<file path="config.mk">
export PLATFORM = sky130hd
export DESIGN_NAME = vga_sync_gen_flat
export DESIGN_NICKNAME = d
export VERILOG_FILES = /design/src/rtl/vga_sync_gen_if.sv /design/src/rtl/vga_sync_gen.sv /design/src/flat_wrapper.sv
export SDC_FILE = /design/constraint.sdc
export NUM_CORES = 1
export LEC_CHECK = 0
export BUFFER_PORTS_ARGS = -buffer_cell sky130_fd_sc_hd__buf_4
export CORE_MARGIN = 3
export CORE_UTILIZATION = 42
export CTS_BUF_LIST = sky130_fd_sc_hd__clkbuf_16
export CTS_CLUSTER_SIZE = 16
export DETAILED_ROUTE_END_ITERATION = 16
export GPL_TIMING_DRIVEN = 0
export PLACE_DENSITY_LB_ADDON = 0.2
export SLEW_MARGIN = 20
export SYNTH_ARGS = -nofsm -noshare
export SYNTH_HDL_FRONTEND = slang
export SYNTH_SLANG_ARGS = --single-unit
</file>
<file path="constraint.sdc">
create_clock -name clk_25mhz -period 3.35 [get_ports clk_25mhz]
set_input_delay 0.1675 -clock clk_25mhz [delete_from_list [all_inputs] [get_ports clk_25mhz]]
set_output_delay 0.1675 -clock clk_25mhz [all_outputs]
set_load 0.05 [all_outputs]
</file>
<file path="src/rtl/vga_sync_gen_if.sv">
// rtl/vga_sync_gen_if.sv - VGA raster timing bundle (frame_cnt present with VGA_SYNC_FRAME_CNT_EN)
interface vga_sync_gen_if;
    logic       hsync;
    logic       vsync;
    logic       video_on;
    logic [9:0] pixel_x;
    logic [9:0] pixel_y;
    logic       frame_start;
`ifdef VGA_SYNC_FRAME_CNT_EN
    logic [7:0] frame_cnt;

    modport master (
        output hsync, vsync, video_on, pixel_x, pixel_y, frame_start, frame_cnt
    );

    modport slave (
        input hsync, vsync, video_on, pixel_x, pixel_y, frame_start, frame_cnt
    );
`else
    modport master (
        output hsync, vsync, video_on, pixel_x, pixel_y, frame_start
    );

    modport slave (
        input hsync, vsync, video_on, pixel_x, pixel_y, frame_start
    );
`endif
endinterface

</file>
<file path="src/rtl/vga_sync_gen.sv">
// rtl/vga_sync_gen.sv - 640x480@60 VGA raster timing generator; optional frame counter via VGA_SYNC_FRAME_CNT_EN
module vga_sync_gen #(
    parameter int H_ACTIVE = 640,
    parameter int H_FP     = 16,
    parameter int H_SYNC   = 96,
    parameter int H_BP     = 48,
    parameter int V_ACTIVE = 480,
    parameter int V_FP     = 10,
    parameter int V_SYNC   = 2,
    parameter int V_BP     = 33
) (
    input  logic           clk_25mhz,
    input  logic           rst_n,
    vga_sync_gen_if.master vga
);

    localparam int H_TOTAL = H_ACTIVE + H_FP + H_SYNC + H_BP;
    localparam int V_TOTAL = V_ACTIVE + V_FP + V_SYNC + V_BP;

    localparam logic [9:0] H_LAST     = 10'(H_TOTAL - 1);
    localparam logic [9:0] V_LAST     = 10'(V_TOTAL - 1);
    localparam logic [9:0] H_VIS      = 10'(H_ACTIVE);
    localparam logic [9:0] V_VIS      = 10'(V_ACTIVE);
    localparam logic [9:0] HS_FIRST   = 10'(H_ACTIVE + H_FP);
    localparam logic [9:0] HS_LAST    = 10'(H_ACTIVE + H_FP + H_SYNC - 1);
    localparam logic [9:0] VS_FIRST   = 10'(V_ACTIVE + V_FP);
    localparam logic [9:0] VS_LAST    = 10'(V_ACTIVE + V_FP + V_SYNC - 1);

    logic [9:0] hcnt_q, hcnt_d;
    logic [9:0] vcnt_q, vcnt_d;
    logic       hsync_q, hsync_d;
    logic       vsync_q, vsync_d;
    logic       video_on_q, video_on_d;
    logic       frame_start_q, frame_start_d;

    // Next raster position: h wraps every line, v advances only on the h wrap
    always_comb begin
        hcnt_d = hcnt_q + 10'd1;
        vcnt_d = vcnt_q;
        if (hcnt_q == H_LAST) begin
            hcnt_d = 10'd0;
            if (vcnt_q == V_LAST) begin
                vcnt_d = 10'd0;
            end else begin
                vcnt_d = vcnt_q + 10'd1;
            end
        end
    end

    // Flags decoded from the next position so they register alongside the counters
    always_comb begin
        hsync_d       = 1'b1;
        vsync_d       = 1'b1;
        video_on_d    = 1'b0;
        frame_start_d = 1'b0;
        if (hcnt_d >= HS_FIRST && hcnt_d <= HS_LAST) begin
            hsync_d = 1'b0;
        end
        if (vcnt_d >= VS_FIRST && vcnt_d <= VS_LAST) begin
            vsync_d = 1'b0;
        end
        if (hcnt_d < H_VIS && vcnt_d < V_VIS) begin
            video_on_d = 1'b1;
        end
        if (hcnt_d == 10'd0 && vcnt_d == 10'd0) begin
            frame_start_d = 1'b1;
        end
    end

    // Raster state; reset parks on the last back-porch position so (0,0) follows release
    always_ff @(posedge clk_25mhz or negedge rst_n) begin
        if (!rst_n) begin
            hcnt_q        <= H_LAST;
            vcnt_q        <= V_LAST;
            hsync_q       <= 1'b1;
            vsync_q       <= 1'b1;
            video_on_q    <= 1'b0;
            frame_start_q <= 1'b0;
        end else begin
            hcnt_q        <= hcnt_d;
            vcnt_q        <= vcnt_d;
            hsync_q       <= hsync_d;
            vsync_q       <= vsync_d;
            video_on_q    <= video_on_d;
            frame_start_q <= frame_start_d;
        end
    end

    assign vga.hsync       = hsync_q;
    assign vga.vsync       = vsync_q;
    assign vga.video_on    = video_on_q;
    assign vga.pixel_x     = hcnt_q;
    assign vga.pixel_y     = vcnt_q;
    assign vga.frame_start = frame_start_q;

`ifdef VGA_SYNC_FRAME_CNT_EN
    logic [7:0] frame_cnt_q, frame_cnt_d;

    // Count advances together with the strobe, so the first frame after reset reads 1
    always_comb begin
        frame_cnt_d = frame_cnt_q;
        if (frame_start_d) begin
            frame_cnt_d = frame_cnt_q + 8'd1;
        end
    end

    // Frame counter register
    always_ff @(posedge clk_25mhz or negedge rst_n) begin
        if (!rst_n) begin
            frame_cnt_q <= 8'd0;
        end else begin
            frame_cnt_q <= frame_cnt_d;
        end
    end

    assign vga.frame_cnt = frame_cnt_q;
`endif

endmodule

</file>
<file path="src/flat_wrapper.sv">
// flat-port wrapper written by rule: the top's interface ports become plain ports
module vga_sync_gen_flat 
#(
    parameter int H_ACTIVE = 640,
    parameter int H_FP     = 16,
    parameter int H_SYNC   = 96,
    parameter int H_BP     = 48,
    parameter int V_ACTIVE = 480,
    parameter int V_FP     = 10,
    parameter int V_SYNC   = 2,
    parameter int V_BP     = 33
)
  (clk_25mhz, rst_n, vga_hsync, vga_vsync, vga_video_on, vga_pixel_x, vga_pixel_y, vga_frame_start);
  vga_sync_gen_if vga_i ();
  input  logic clk_25mhz;
  input  logic rst_n;
  output wire logic [$bits(vga_i.hsync)-1:0] vga_hsync;
  output wire logic [$bits(vga_i.vsync)-1:0] vga_vsync;
  output wire logic [$bits(vga_i.video_on)-1:0] vga_video_on;
  output wire logic [$bits(vga_i.pixel_x)-1:0] vga_pixel_x;
  output wire logic [$bits(vga_i.pixel_y)-1:0] vga_pixel_y;
  output wire logic [$bits(vga_i.frame_start)-1:0] vga_frame_start;
  assign vga_hsync = vga_i.hsync;
  assign vga_vsync = vga_i.vsync;
  assign vga_video_on = vga_i.video_on;
  assign vga_pixel_x = vga_i.pixel_x;
  assign vga_pixel_y = vga_i.pixel_y;
  assign vga_frame_start = vga_i.frame_start;
  vga_sync_gen #(.H_ACTIVE(H_ACTIVE), .H_FP(H_FP), .H_SYNC(H_SYNC), .H_BP(H_BP), .V_ACTIVE(V_ACTIVE), .V_FP(V_FP), .V_SYNC(V_SYNC), .V_BP(V_BP)) u_core (.clk_25mhz(clk_25mhz), .rst_n(rst_n), .vga(vga_i));
endmodule
</file>
==> summary.json, run 1 <==
{
  "globalplace.congestion": 0.860,
  "synth-warning-count": 0,
  "final.setup.worst_slack_ns": 0.773,
  "placedInstanceArea_um2": 1750,
  "wire_length_of_the_first_global_routing_pass_um": 5730,
  "worst_setup_path_endpoint": "u_core.vga.video_on",
  "synthCells": 174,
  "worst-path-stages": 8,
  "crit_path_start_kind": "flip-flop",
  "total_switching_power_w": 0.000107,
  "clock_path_buffers": 2,
  "power.clock.fraction": 0.468,
  "synth_top_area_cell": "dfstp_2",
  "ys_dominant_reg_cell": "dfstp_2",
  "power.share.sequential": 0.520,
  "io_pins": 26,
  "fillerInstances": 318,
  "worstPathRequired_ns": 3.51,
  "power_switching_share": 0.192,
  "finalCritPeriodShare": 0.769,
  "synthesis.area_per_instance_um2": 8.66,
  "worst_skew_pair.late_latency_ns": 0.26,
  "dr.first_iter.drc_count": 71,
  "criticalPathCategory": "flip-flop to flip-flop",
  "final_layout_size_suffix_gt1_frac": 0.250,
  "synth.yosys.seq_area_share": 0.409,
  "yosysMostFrequentCell": "nand2_1",
  "worst_slew_margin_rel": 0.632,
  "r2r_end": "u_core.vga.video_on",
  "synth.cells.most_frequent": "22 x nand2_1, 14 x nor2_1, 13 x o21ai_0",
  "synth_area_um2": 1510,
  "crit_path_top_delay_cell": "dfstp_2",
  "vias_in_the_first_global_route": 1235,
  "cpPeakStageDelay_ns": 0.53,
  "gr-total-overflow": 0,
  "rsz0062_at_grt": "no",
  "clk_pin_slew_ns": 0.07,
  "antenna_cells": 0,
  "routed-via-count": 1331,
  "crit_path_start": "u_core.vga.pixel_x[3]",
  "finish.net_count": 211,
  "worst_pin_slew_ns": 0.548,
  "h-tree-depth": 1,
  "die-height_um": 65.9,
  "synth-edff-count": 0,
  "die_w_um": 65.9,
  "crit_path_max_fanout": 10,
  "worst_hold_path_type": "primary input to async pin",
  "pwr_dens_nw_per_um2": 304,
  "sinks_on_clock_net": 24,
  "cp.buffers_inverters": 2,
  "max_cap_viols": 0,
  "row_count": 21,
  "synth_seq_cells": 24,
  "tritoncts_clock_tree": "yes",
  "largest_cells_by_area_after_synthesis": "dfstp_2 21%, dfrtp_1 20%, nand2_1 5.5%",
  "final_hold_viol_count": 0,
  "multi_input_area_um2": 787,
  "fin_area_um2": 1840,
  "synth_top_area_frac": 0.209,
  "floorplan.initialDensity": 0.444,
  "cts_inserted_buffers": 3,
  "final.setup_skew_ns": 0.00857,
  "placed_cells_incl_taps": 245,
  "preCtsSetupSlack_ns": 0.777,
  "post_cts_setup_buffer_count": 0,
  "async_flop_share": 1.00,
  "wire_per_inst_um": 13.8,
  "core-area_um2": 3390,
  "regArea_um2": 616,
  "grt_max_degree": 25,
  "power_frac_comb": 0.013,
  "setup_violations": 0,
  "cts_root_buffer_type": "clkbuf_16",
  "dr.pass1.iters": 4,
  "final_cells": 250,
  "peakVddDrop_uv": 159,
  "post_synthesis_cell_type_count": 40,
  "grt_usage": 0.169,
  "worst_setup_path_end_kind": "flip-flop",
  "grt_antenna_before_repair": 0,
  "reg2regPathDepth": 8,
  "postRouteAntennaNets": 0,
  "timing.critical_path.max_delay_family": "simple AND/OR/NAND/NOR gates",
  "min_tclk_post_route_ns": 2.58,
  "area_enclosed_by_the_die_boundary_um2": 4340,
  "worstReg2RegStart": "u_core.vga.pixel_x[3]",
  "layout.core_utilization": 0.543,
  "achievable-frequency_ghz": 0.388,
  "syn_to_final_growth_pct": 22.2,
  "power.static_leakage_nw": 0.732,
  "internal-power_w": 0.000452,
  "arrival_ns": 2.74,
  "port_buffers": 25,
  "r2r_setup_slack_ns": 0.77,
  "slew_viol_final": 0,
  "routed_via_density": 5.32,
  "critical_path.cell_chain": "clkbuf_1 > nand4_1 > or3_1 > buf_6 > nor3_1 > xnor2_1 > nor3_2 > a211oi_1",
  "detail_route.drc_violations": 0,
  "synth_fp_nets": 180,
  "hpwlAfterDp_um": 2450,
  "drt_wl_total_um": 3450,
  "outcome": "complete, no violations",
  "finalSetupTns_ns": 0
}
[layout make-up]
type | instances | area share
Buffer | 13 | 0.0360
Clock buffer | 3 | 0.0408
Clock inverter | 1 | 0.00204
Inverter | 10 | 0.0204
Multi-Input combinational cell | 127 | 0.428
Sequential cell | 24 | 0.334
Tap cell | 46 | 0.0313
Timing Repair Buffer | 26 | 0.107
[power groups by stage]
| stage | combinational, W | sequential, W | clock [W] |
|---|---|---|---|
| 4_1_cts | 0.00000754 | 0.000291 | 0.000263 |
| 6_report | 0.00000707 | 0.000291 | 0.000261 |
| 3_3_place_gp | 0.00000645 | 0.000295 | 0 |
| 3_5_place_dp | 0.00000678 | 0.000295 | 0 |
| 5_1_grt | 0.00000818 | 0.000290 | 0.000278 |
| 2_1_floorplan | 0.000000000275 | 0.000295 | 0 |
[flip-flops by register name, indices dropped and copies added (netlist names)]
| name | count |
|---|---|
| u_core.vga.frame_start | 1 |
| u_core.vga.hsync | 1 |
| u_core.vga.pixel_x | 10 |
| u_core.vga.pixel_y | 10 |
| u_core.vga.video_on | 1 |
| u_core.vga.vsync | 1 |
[placed cells by master (no fill, tap or decap), types with 2 or more instances in the layout]
cell type	count
a31oi_1	3
dfrtp_1	12
o22ai_1	4
nand3_1	10
clkbuf_16	3
buf_4	25
nor2_1	14
inv_1	11
o21ai_0	13
xnor2_1	9
o21a_1	2
or3_1	3
xor2_1	6
ha_1	4
nor3_2	3
o31ai_1	2
nand2b_1	2
dfstp_2	12
buf_2	2
nor3_1	6
clkbuf_1	9
nand2_1	22
a21oi_1	2
nand4_1	5
buf_6	2
[cells by family after synthesis]
group | count (synthesis) | share of synthesized area
flops | 24 | 0.409
compound gates | 32 | 0.134
fa+ha+maj | 4 | 0.0332
mux | 1 | 0.00747
buf+inv | 23 | 0.0689
simple gates | 75 | 0.261
xor+xnor | 15 | 0.0872
[worst min-delay path by stage]
stage                from                     end  cells after the start
global placement    rst_n   u_core.vga.pixel_y[7]                      1
detailed placement  rst_n   u_core.vga.pixel_y[7]                      1
finish              rst_n   u_core.vga.pixel_y[6]                      2
floorplan           rst_n  u_core.vga.frame_start                      0
CTS                 rst_n   u_core.vga.pixel_y[7]                      2
global route        rst_n   u_core.vga.pixel_y[8]                      2
[per-stage QoR]
stage	power [W]	hold WS, ns
floorplan	0.000295	-0.128
global placement	0.000302	0.0780
global route	0.000577	0.378
finish	0.000559	0.338
detailed placement	0.000302	0.0856
CTS	0.000561	0.350
[metal layers]
layer	track usage	wire, um
met1	0.249	1680
met2	0.253	1510
met3	0.0187	206
met4	0.0648	51
met5	0	0
[timing repair]
item                                   4_1_cts  5_1_grt
endpoints found under the hold margin       12        0
hold buffers                                 1        0
gates resized for setup                      0        0
No activity file was read; power rests on OpenSTA's default activity.
==> run 2, diff against run 1 <==
Clock period 3.35 ns to 2.4 ns, I/O delays scaled along.
==> run 2 against run 1 <==
Worst hold slack worse by 0.043 ns. Sequential share of layout area is 1.4 points lower. Highest routed layer unchanged. Utilization grew 3.3 points. Via count rose by 5.3%. Critical path type unchanged. Combinational power grew 41%. Die area stayed put. Final area increased by 6.1%. Final cell count is 0.80% higher. First-iteration DRC count is 7.0% higher. Register-to-register slack got worse by 0.71 ns. Count of clock-buffer cells in the layout is the same.
==> summary.json, run 2 (synthesized netlist as in run 1, its figures left out) <==
{
  "pwr_dens_nw_per_um2": 459,
  "grt_usage": 0.177,
  "min_tclk_post_route_ns": 2.33,
  "floorplan.initialDensity": 0.444,
  "worst_setup_path_end_kind": "flip-flop",
  "routed-via-count": 1402,
  "clk_pin_slew_ns": 0.06,
  "port_buffers": 25,
  "mostFrequentLayoutCell": "buf_4",
  "final_hold_viol_count": 0,
  "achievable-frequency_ghz": 0.429,
  "timing.critical_path.max_delay_family": "simple AND/OR/NAND/NOR gates",
  "postRouteAntennaNets": 0,
  "gr-total-overflow": 0,
  "dr.pass1.iters": 4,
  "globalplace.congestion": 0.884,
  "clock_path_buffers": 2,
  "power.static_leakage_nw": 0.787,
  "antenna_cells": 0,
  "h-tree-depth": 1,
  "drt_wl_total_um": 3570,
  "worst_skew_pair.late_latency_ns": 0.26,
  "cp.buffers_inverters": 2,
  "core-area_um2": 3390,
  "vias_in_the_first_global_route": 1334,
  "timing.critical_path.mode_cell": "nor3_2",
  "row_count": 21,
  "finalSetupTns_ns": 0,
  "hpwlAfterDp_um": 2480,
  "worst_slew_margin_rel": 0.661,
  "cts_inserted_buffers": 3,
  "rsz0062_at_grt": "yes",
  "worst_hold_path_type": "primary input to async pin",
  "peakVddDrop_uv": 389,
  "dr.first_iter.drc_count": 76,
  "arrival_ns": 2.50,
  "worst_pin_slew_ns": 0.504,
  "sinks_on_clock_net": 24,
  "fin_area_um2": 1950,
  "crit_path_top_delay_cell": "or3b_4",
  "setup_violations": 0,
  "grt_max_degree": 25,
  "die_w_um": 65.9,
  "finalCritPeriodShare": 0.972,
  "criticalPathCategory": "flip-flop to flip-flop",
  "io_pins": 26,
  "die-height_um": 65.9,
  "final.setup_skew_ns": 0.00197,
  "final_layout_size_suffix_gt1_frac": 0.316,
  "outcome": "complete, no violations",
  "placedInstanceArea_um2": 1790,
  "critical_path.cell_chain": "buf_2 > or3b_4 > or3_1 > buf_6 > nor3_2 > xnor2_2 > nor3_2 > a211oi_1",
  "cpPeakStageDelay_ns": 0.42,
  "max_cap_viols": 0,
  "worstPathRequired_ns": 2.57,
  "crit_path_max_fanout": 10,
  "finish.net_count": 213,
  "area_enclosed_by_the_die_boundary_um2": 4340,
  "routed_via_density": 5.56,
  "cts_root_buffer_type": "clkbuf_16",
  "syn_to_final_growth_pct": 29.7,
  "slew_viol_final": 0,
  "grt_antenna_before_repair": 0,
  "most-common-layout-cells": "31 x buf_4, 22 x nand2_1, 14 x nor2_1",
  "crit_path_start_kind": "flip-flop",
  "tritoncts_clock_tree": "yes",
  "detail_route.drc_violations": 0,
  "wire_per_inst_um": 14.2,
  "layout.core_utilization": 0.576,
  "wire_length_of_the_first_global_routing_pass_um": 6020
}
## run 2: cell types whose count changed in the layout (fill, tap and decap cells not counted), moves of 2 or more
cell | before | now
dfstp_4 | 0 | 2
dfrtp_2 | 0 | 2
dfrtp_1 | 12 | 10
dfstp_2 | 12 | 10
clkbuf_1 | 9 | 4
buf_4 | 25 | 31
## run 2: what timing repair did
action / in CTS / in global routing
resized for setup: 0 / 7
buffers inserted: 3 / 2
hold buffers: 1 / 0
setup endpoints to repair: 3 / 3
pin swaps: 0 / 3
endpoints found under the hold margin: 12 / 0
## run 2: final timing paths
| check | startpoint | endpoint | slack [ns] | cells past startpoint |
|---|---|---|---|---|
| worst max register to register | u_core.vga.pixel_x[6] | u_core.vga.video_on | 0.07 | 8 |
| worst min-delay path | rst_n | u_core.vga.pixel_y[7] | 0.30 | 2 |
| worst max-delay path | u_core.vga.pixel_x[6] | u_core.vga.video_on | 0.07 | 8 |
| max in group asynchronous | rst_n | u_core.vga.pixel_x[2] | 1.82 | 2 |
| worst min register to register | u_core.vga.pixel_y[2] | u_core.vga.pixel_y[2] | 0.56 | 2 |
| min in group clk_25mhz | u_core.vga.pixel_y[2] | u_core.vga.pixel_y[2] | 0.56 | 2 |
## run 2: routing by layer
layer	vias to the layer above	global-route usage	part of all wire
met3	6	0.0221	0.053
li1	674	-	-
met4	0	0.0596	0.013
met2	59	0.288	0.47
met1	663	0.242	0.47
met5	-	0	0
## run 2: final cells by class
class	count	area, um2
tap	46	57.6
clock inverter	1	30.0
multi-input combinational	127	823
buffer	10	68.8
fill	307	1440
timing repair buffer	31	235
inverter	10	37.5
sequential	24	626
clock buffer	3	75.1
## run 2: through the flow
step | hold slack, ns | setup slack [ns] | power (W) | std cells
2_1_floorplan | -0.176 | 0.0134 | 0.000412 | 174
3_3_place_gp | 0.0321 | -0.0212 | 0.000421 | 245
3_5_place_dp | 0.0390 | -0.0483 | 0.000422 | 245
4_1_cts | 0.311 | 0.0295 | 0.000902 | 253
5_1_grt | 0.320 | -0.0547 | 0.000920 | 252
6_report | 0.295 | 0.0667 | 0.000896 | 252
## run 2: power breakdown
part,internal [W],switching (W)
Combinational,0.00000217,0.00000782
Sequential,0.000405,0
Clock,0.000332,0.000149
